==> src/rtl/alarm_sequencer.sv <==
// alarm_sequencer
//   Turns an alarm trigger into a timed burst pattern on the beeper's enable
//   input: BURSTS bursts of ON_CYCLES high separated by OFF_CYCLES low.
//   Enable drops low between bursts, so the beeper restarts its sweep on
//   every burst. An ack aborts an active alarm.
//
// Ports
//   clk          system clock, all logic on the rising edge
//   rst_n        synchronous reset, active low
//   trigger      alarm request; a round starts on a 0->1 edge only
//   ack          level; aborts an active alarm, and suppresses a start in IDLE
//   enable       registered beeper enable (high while in ON)
//   busy         registered, high while not IDLE
//   done         one-cycle pulse when a round completes normally
//   bursts_left  bursts remaining including the current one; 0 in IDLE
//
// Configuration macro
//   ALARM_REPEAT_EN : when defined, a completed round restarts after an OFF
//                     gap and repeats until ack or reset (done pulses once
//                     per round). When undefined, a single round is played.

module alarm_sequencer #(
   parameter int ON_CYCLES  = 25_000_000,
   parameter int OFF_CYCLES = 25_000_000,
   parameter int BURSTS     = 3,
   parameter int CNT_W      = 25,
   parameter int BURST_W    = 4
) (
   input  logic               clk,
   input  logic               rst_n,
   input  logic               trigger,
   input  logic               ack,
   output logic               enable,
   output logic               busy,
   output logic               done,
   output logic [BURST_W-1:0] bursts_left
);

   localparam logic [1:0] ST_IDLE = 2'd0;
   localparam logic [1:0] ST_ON   = 2'd1;
   localparam logic [1:0] ST_OFF  = 2'd2;

   localparam logic [CNT_W-1:0]   ON_LOAD    = CNT_W'(ON_CYCLES - 1);
   localparam logic [CNT_W-1:0]   OFF_LOAD   = CNT_W'(OFF_CYCLES - 1);
   localparam logic [BURST_W-1:0] BURST_LOAD = BURST_W'(BURSTS);
   localparam logic [BURST_W-1:0] BURST_ONE  = BURST_W'(1);

   logic [1:0]         state_q, state_d;
   logic [CNT_W-1:0]   timer_q, timer_d;
   logic [BURST_W-1:0] bursts_left_q, bursts_left_d;
   logic               enable_q, enable_d;
   logic               busy_q, busy_d;
   logic               done_q, done_d;
   logic               trig_d_q, trig_d_d;
   logic               trig_rise;

   // trig_d_q resets to 1 so a trigger held high through reset cannot start
   // an alarm; a start needs trigger to be seen low, then high.
   assign trig_rise = trigger & ~trig_d_q;

   always_comb begin
      state_d       = state_q;
      timer_d       = timer_q;
      bursts_left_d = bursts_left_q;
      done_d        = 1'b0;
      trig_d_d      = trigger;

      case (state_q)
         ST_IDLE: begin
            // ack wins over a coincident rise
            if (trig_rise && !ack) begin
               state_d       = ST_ON;
               timer_d       = ON_LOAD;
               bursts_left_d = BURST_LOAD;
            end
         end
         ST_ON: begin
            // ack takes priority over timer expiry
            if (ack) begin
               state_d       = ST_IDLE;
               timer_d       = '0;
               bursts_left_d = '0;
            end else if (timer_q != '0) begin
               timer_d = timer_q - 1'b1;
            end else if (bursts_left_q > BURST_ONE) begin
               state_d       = ST_OFF;
               timer_d       = OFF_LOAD;
               bursts_left_d = bursts_left_q - 1'b1;
            end else begin
`ifdef ALARM_REPEAT_EN
               // last burst of a round: start the next round after a gap
               state_d       = ST_OFF;
               timer_d       = OFF_LOAD;
               bursts_left_d = BURST_LOAD;
               done_d        = 1'b1;
`else
               state_d       = ST_IDLE;
               timer_d       = '0;
               bursts_left_d = '0;
               done_d        = 1'b1;
`endif
            end
         end
         ST_OFF: begin
            if (ack) begin
               state_d       = ST_IDLE;
               timer_d       = '0;
               bursts_left_d = '0;
            end else if (timer_q != '0) begin
               timer_d = timer_q - 1'b1;
            end else begin
               state_d = ST_ON;
               timer_d = ON_LOAD;
            end
         end
         default: begin
            state_d       = ST_IDLE;
            timer_d       = '0;
            bursts_left_d = '0;
         end
      endcase

      // outputs are registered copies of the next-state decode
      enable_d = (state_d == ST_ON);
      busy_d   = (state_d != ST_IDLE);
   end

   always_ff @(posedge clk) begin
      if (!rst_n) begin
         state_q       <= ST_IDLE;
         timer_q       <= '0;
         bursts_left_q <= '0;
         enable_q      <= 1'b0;
         busy_q        <= 1'b0;
         done_q        <= 1'b0;
         trig_d_q      <= 1'b1;
      end else begin
         state_q       <= state_d;
         timer_q       <= timer_d;
         bursts_left_q <= bursts_left_d;
         enable_q      <= enable_d;
         busy_q        <= busy_d;
         done_q        <= done_d;
         trig_d_q      <= trig_d_d;
      end
   end

   assign enable      = enable_q;
   assign busy        = busy_q;
   assign done        = done_q;
   assign bursts_left = bursts_left_q;

endmodule

==> config.mk <==
export PLATFORM = sky130hd
export DESIGN_NAME = alarm_sequencer
export DESIGN_NICKNAME = d
export VERILOG_FILES = /design/src/rtl/alarm_sequencer.sv
export SDC_FILE = /design/constraint.sdc
export NUM_CORES = 1
export LEC_CHECK = 0
export ABC_AREA = 1
export BUFFER_PORTS_ARGS = -buffer_cell sky130_fd_sc_hd__clkbuf_2
export CAP_MARGIN = 20
export CORE_AREA = 4 4 57 79
export DETAILED_ROUTE_END_ITERATION = 16
export DIE_AREA = 0 0 61 83
export GPL_TIMING_DRIVEN = 0
export PLACE_DENSITY = 0.77
export SYNTH_ARGS = -nofsm -noshare
export SYNTH_HDL_FRONTEND = slang
export SYNTH_SLANG_ARGS = --single-unit
export TNS_END_PERCENT = 30
==> constraint.sdc <==
create_clock -name clk -period 2.3 [get_ports clk]
set_input_delay 0.46 -clock clk [delete_from_list [all_inputs] [get_ports clk]]
set_output_delay 0.46 -clock clk [all_outputs]
set_load 0.02 [all_outputs]
# ---- Yosys cells after proc, flatten, opt, wreduce, memory -nomap -nowiden
# Index checks and enable logic that the tools add are counted.
dict set report totals {
  regBits 35
  latchBits 0
  ram_bits 0
  romBits 0
  output_inout_bits 7
  elab_cells 48
  n_memories 0
}
dict set report op_classes {
  addsub 2
  multipliers 0
  div_mod_pow 0
  n_lt_le_gt_ge 1
  n_eq_ne 6
  shift 0
  muxes 21
  bitwise 4
  n_reduce_logical 7
}
# operator n
set ops {}
lappend ops {{25-bit two-way mux} 6}
lappend ops {{25-bit one-hot mux with 3 select lines} 1}
lappend ops {{25-bit nonzero test} 1}
lappend ops {{25-bit by 1-bit subtractor with 25-bit output (second input constant)} 1}
lappend ops {{4-bit two-way mux} 5}
lappend ops {{2-bit two-way mux} 6}
lappend ops {{4-bit one-hot mux with 3 select lines} 1}
lappend ops {{2-bit one-hot mux with 3 select lines} 1}
lappend ops {{2-bit by 1-bit == test with 1-bit output (second input constant)} 2}
lappend ops {{4-bit by 1-bit greater-than comparator with 1-bit output (second input constant)} 1}
lappend ops {{2-bit != test (second input constant)} 2}
lappend ops {{4-bit OR reduction} 1}
lappend ops {{4-bit by 1-bit subtractor with 4-bit output (second input constant)} 1}
lappend ops {{3-bit != test (second input constant)} 1}
lappend ops {{1-bit NOT} 3}
lappend ops {{3-bit AND reduction} 1}
lappend ops {{2-bit == test (second input constant)} 1}
lappend ops {{2-bit zero test} 1}
lappend ops {{2-bit nonzero test} 1}
lappend ops {{1-bit AND} 1}
lappend ops {{1-bit logical AND} 1}
lappend ops {{1-bit zero test} 1}
lappend ops {{1-bit two-way mux} 1}

# ---- Depth between registers and ports, before layout
dict set report depth {
  depth_word 6
  ltp_mapped 11
}

# ---- Worst setup path before layout
# OpenSTA, ideal clock, no wires.
dict set report synth_path {
  path_kind {flip-flop to flip-flop}
  start {register bursts_left_q[0] (netlist: bursts_left[0])}
  end {register timer_q[2]}
  setup_time_ns 0.070
  t_arrival_ns 1.656
  t_required_ns 2.230
  slack_ns 0.574
  path_stages_with_launch 9
  path_buffers 1
  synth_period_minus_slack_ns 1.726
  cell_sequence {dfxtp_1 > inv_1 > ha_1 > o21ai_0 > inv_1 > nand3_4 > buf_6 > nand3_1 > a21oi_1}
}
dict set report synth_between {
  elab_chain_len 5
}
# item line_no
set synth_lines {}
lappend synth_lines {{start, declared} 50} ;# logic [BURST_W-1:0] bursts_left_q, bursts_left_d;
lappend synth_lines {{start signal, assigned} 140} ;# bursts_left_q <= bursts_left_d;
lappend synth_lines {{4-bit by 1-bit greater-than comparator with 1-bit output} 85} ;# end else if (bursts_left_q > BURST_ONE) begin
lappend synth_lines {{25-bit two-way mux} 85}
lappend synth_lines {{25-bit two-way mux} 83} ;# end else if (timer_q != '0) begin
lappend synth_lines {{25-bit two-way mux} 79} ;# if (ack) begin
lappend synth_lines {{25-bit one-hot mux with 3 select lines} 68} ;# case (state_q)
lappend synth_lines {{end signal, assigned} 139} ;# timer_q <= timer_d;
lappend synth_lines {{end, declared} 49} ;# logic [CNT_W-1:0] timer_q, timer_d;
# No other way between the ends.
# A chain may end at the register's enable or synchronous reset.

# ---- Worst setup path in the final report
dict set report layout_path {
  start {register timer_q[0]}
  end {register timer_q[8]}
}
dict set report layout_between {
  elab_chain_len 4
  elab_cells_between_ends 7
}
# item line_no
set layout_lines {}
lappend layout_lines {{25-bit by 1-bit subtractor with 25-bit output / 25-bit nonzero test (equally long branches)} --}
lappend layout_lines {{25-bit two-way mux, on equally long branches} {109, 83}}
lappend layout_lines {{25-bit two-way mux, on equally long branches} {105, 79}}
lappend layout_lines {{25-bit one-hot mux with 3 select lines *} 68}
# Every way passes the cells marked *; elsewhere a longest branch is shown, timed or not.

==> qor.txt <==
area of the multi-input gates: 1287 um2
Commonest cells post-synth: 78 x nand2_1, 48 x inv_1, 43 x nor2_1
layout cell share with drive strength beyond 1: 0.1027
Buf/Inv on CP: 1
Req. time, crit path: 2.53 ns
largest area contributor in the netlist: dfxtp_1
Post-Layout Inst Area: 2419 um2
syn nets: 359
Clock H-tree levels: 2
Layout Nets: 376
WL per Instance: 13.60 um
clk_skew: 0.01315 ns
number of antenna violations at the first check in global routing: 0
post-DR vias/cell: 5.458
global route overflow: 0
Initial Util: 0.5750
vias in the first global route: 2219
root buffer cell: clkbuf_8
Max VDD drop: 0.8108 mV
Syn Area/Cell: 6.292 um2
critical path arrival: 2.28 ns
Rows: 27
final worst-path cycle share: 0.8911
status: finished clean
DP Wirelength: 4004 um
Critical Path Source Type: flip-flop
CTS Sinks: 35
WP depth: 9
area occupied by registers: 700.7 um2
clock-pin slew on the worst setup and hold paths: 0.08 ns
Area Growth Syn to Fin: 9.209%
Placer Congestion: 0.8713
Die Span Y: 83 um
Layout fillers: 391
Hold Fails Final Rpt: 0
top cell type's share of synthesized area: 0.3164
Max Cap Viol: 0
CTS tree: done
placed instance area: 2318 um2
Max clock buf depth: 2
Final Max Tran Viols: 0
Reg2Reg Depth: 9
Mapped Cells: 352
clock buffer count from CTS: 5
Synth Register Bits: 35
top cells by area, synth: dfxtp_1 32%, nand2_1 13%, nand3_1 9.5%, inv_1 8.1%, a21oi_1 7.9%
most frequent cell after synthesis: nand2_1
Via Count: 2254
FFs w/ async S/R, synth: 0
unrepaired setup endpoints after global routing: false
Slew @ Worst Pin: 0.6560 ns
Leak: 1.108 nW
total DRC errors in the routed layout: 0
post-synthesis sequential area ratio: 0.3164
crit-path max FO: 8
Worst Hold Class: in -> reg
first-pass GRT wire length: 9763 um
Setup CP Type: reg -> reg
CP max stage delay: 0.51 ns
highest clock rate: 0.4879 GHz
Overall Global Routing Usage: 0.2448
CP Cell Sequence: inv_1 -> ha_1 -> nand2_2 -> nor2_8 -> nand2_4 -> nor2_4 -> nor2_1 -> o21ai_0 -> a21oi_1
synth unique cells: 30
1st-pass router iterations: 4
P per Cell Area: 1440 nW/um2
# resized after CTS: 0
clk_lat worst skew: 0.29 ns
initial DRC count: 97
die width: 61 um
Final ANT Viol Nets: 0
critical path's top delay family: simple AND/OR/NAND/NOR gates
Setup Viol. Count Final: 0
core area: 3851 um2
# diodes: 0
Rel. slew slack: 0.5611
final WL: 5618 um
EDFF count, synth: 0
fin crit period: 2.049 ns
# Post-CTS Setup Buffers: 0
post-route setup slack: 0.2505 ns
Cell Area, Synth: 2215 um2
hold path cells: 3
count of hold-fix buffers inserted at cts: 0
largest net degree at the start of global routing: 11
worst slack, placed: 0.2759 ns
slowest CP cell: nor2_1
I/O Pins: 11
CP Capture Type: flip-flop
number of port buffers: 10
setup TNS: 0 ns
Syn. warnings: 0
full die area: 5063 um2
Top FF cell, synth: dfxtp_1
==> worst register-to-register path, delay by kind of cell, from the launching register on <==
family          cells  cell delay [ns]
compound gates      2             0.35
simple gates        5             0.91
fa+ha+maj           1             0.29
buf+inv             1             0.09
flops               1             0.36
==> metrics by stage <==
step / utilization / power, mW / hold WS (ns) / cells
after floorplan: - / 2.496 / 0.4580 / 352
after global placement: 0.6020 / 2.907 / 0.4735 / 405
after detailed placement: 0.6020 / 2.937 / 0.4808 / 405
after CTS: 0.6280 / 3.463 / 0.3539 / 413
after global routing: 0.6280 / 3.803 / 0.3848 / 413
final: 0.6280 / 3.482 / 0.3561 / 413
==> state kept, by name, indices dropped and copies added (netlist names) <==
| signal | count |
|---|---|
| timer_q | 25 |
| enable | 1 |
| bursts_left | 4 |
| trig_d_q | 1 |
| done | 1 |
| busy | 1 |
| state_q | 2 |
==> where the power goes <==
group / internal, mW / switching, mW
clock: 0.274 / 0.235
combinational: 0.731 / 1.44
sequential: 0.706 / 0.0930
total: 1.71 / 1.77
==> final timing paths <==
path	startpoint	end	slack [ns]
max	timer_q[0]	timer_q[8]	0.25
min	trigger	trig_d_q	0.36
max reg2reg	timer_q[0]	timer_q[8]	0.25
min reg2reg	bursts_left[1]	bursts_left[1]	0.49
==> routing by layer <==
| layer | track usage | vias up | wire length, um |
|---|---|---|---|
| li1 | - | 1156 | - |
| met1 | 0.2894 | 1040 | 2340 |
| met2 | 0.4167 | 51 | 2900 |
| met3 | 0.05288 | 7 | 291 |
| met4 | 0.08876 | 0 | 87 |
| met5 | 0 | - | 0 |
==> cell families (layout without fill, tap and decap cells) <==
family | after synthesis | count (layout) | synth area share
XOR/XNOR | 10 | 10 | 0.03955
adder cells (fa/ha/maj) | 3 | 3 | 0.01695
buffers and inverters | 58 | 76 | 0.1023
AO/OA/AOI/OAI | 55 | 55 | 0.1299
AND/OR/NAND/NOR | 191 | 191 | 0.3949
flip-flops | 35 | 35 | 0.3164
==> cell type report <==
class / instances / area share
buffer: 7 / 0.01449
clock buffer: 8 / 0.04139
inverter: 51 / 0.07915
multi-input combinational: 259 / 0.5323
sequential: 35 / 0.2897
tap: 43 / 0.02225
timing repair buffer: 10 / 0.02069
==> cells in the final DEF (no fill, tap or decap), types with 3 or more instances in the layout <==
cell | Yosys | routed
nor2_1 | 43 | 43
nand2_1 | 78 | 78
nand4_1 | 6 | 6
ha_1 | 3 | 3
o21ai_0 | 15 | 15
nand3_1 | 42 | 42
inv_1 | 48 | 48
nand2_2 | 5 | 5
clkbuf_8 | 0 | 7
clkbuf_1 | 5 | 6
nor2_2 | 6 | 6
xor2_1 | 8 | 8
a21oi_1 | 35 | 35
nor3_1 | 4 | 4
clkbuf_2 | 0 | 10
dfxtp_1 | 35 | 35
No activity file was read; power rests on OpenSTA's default activity.
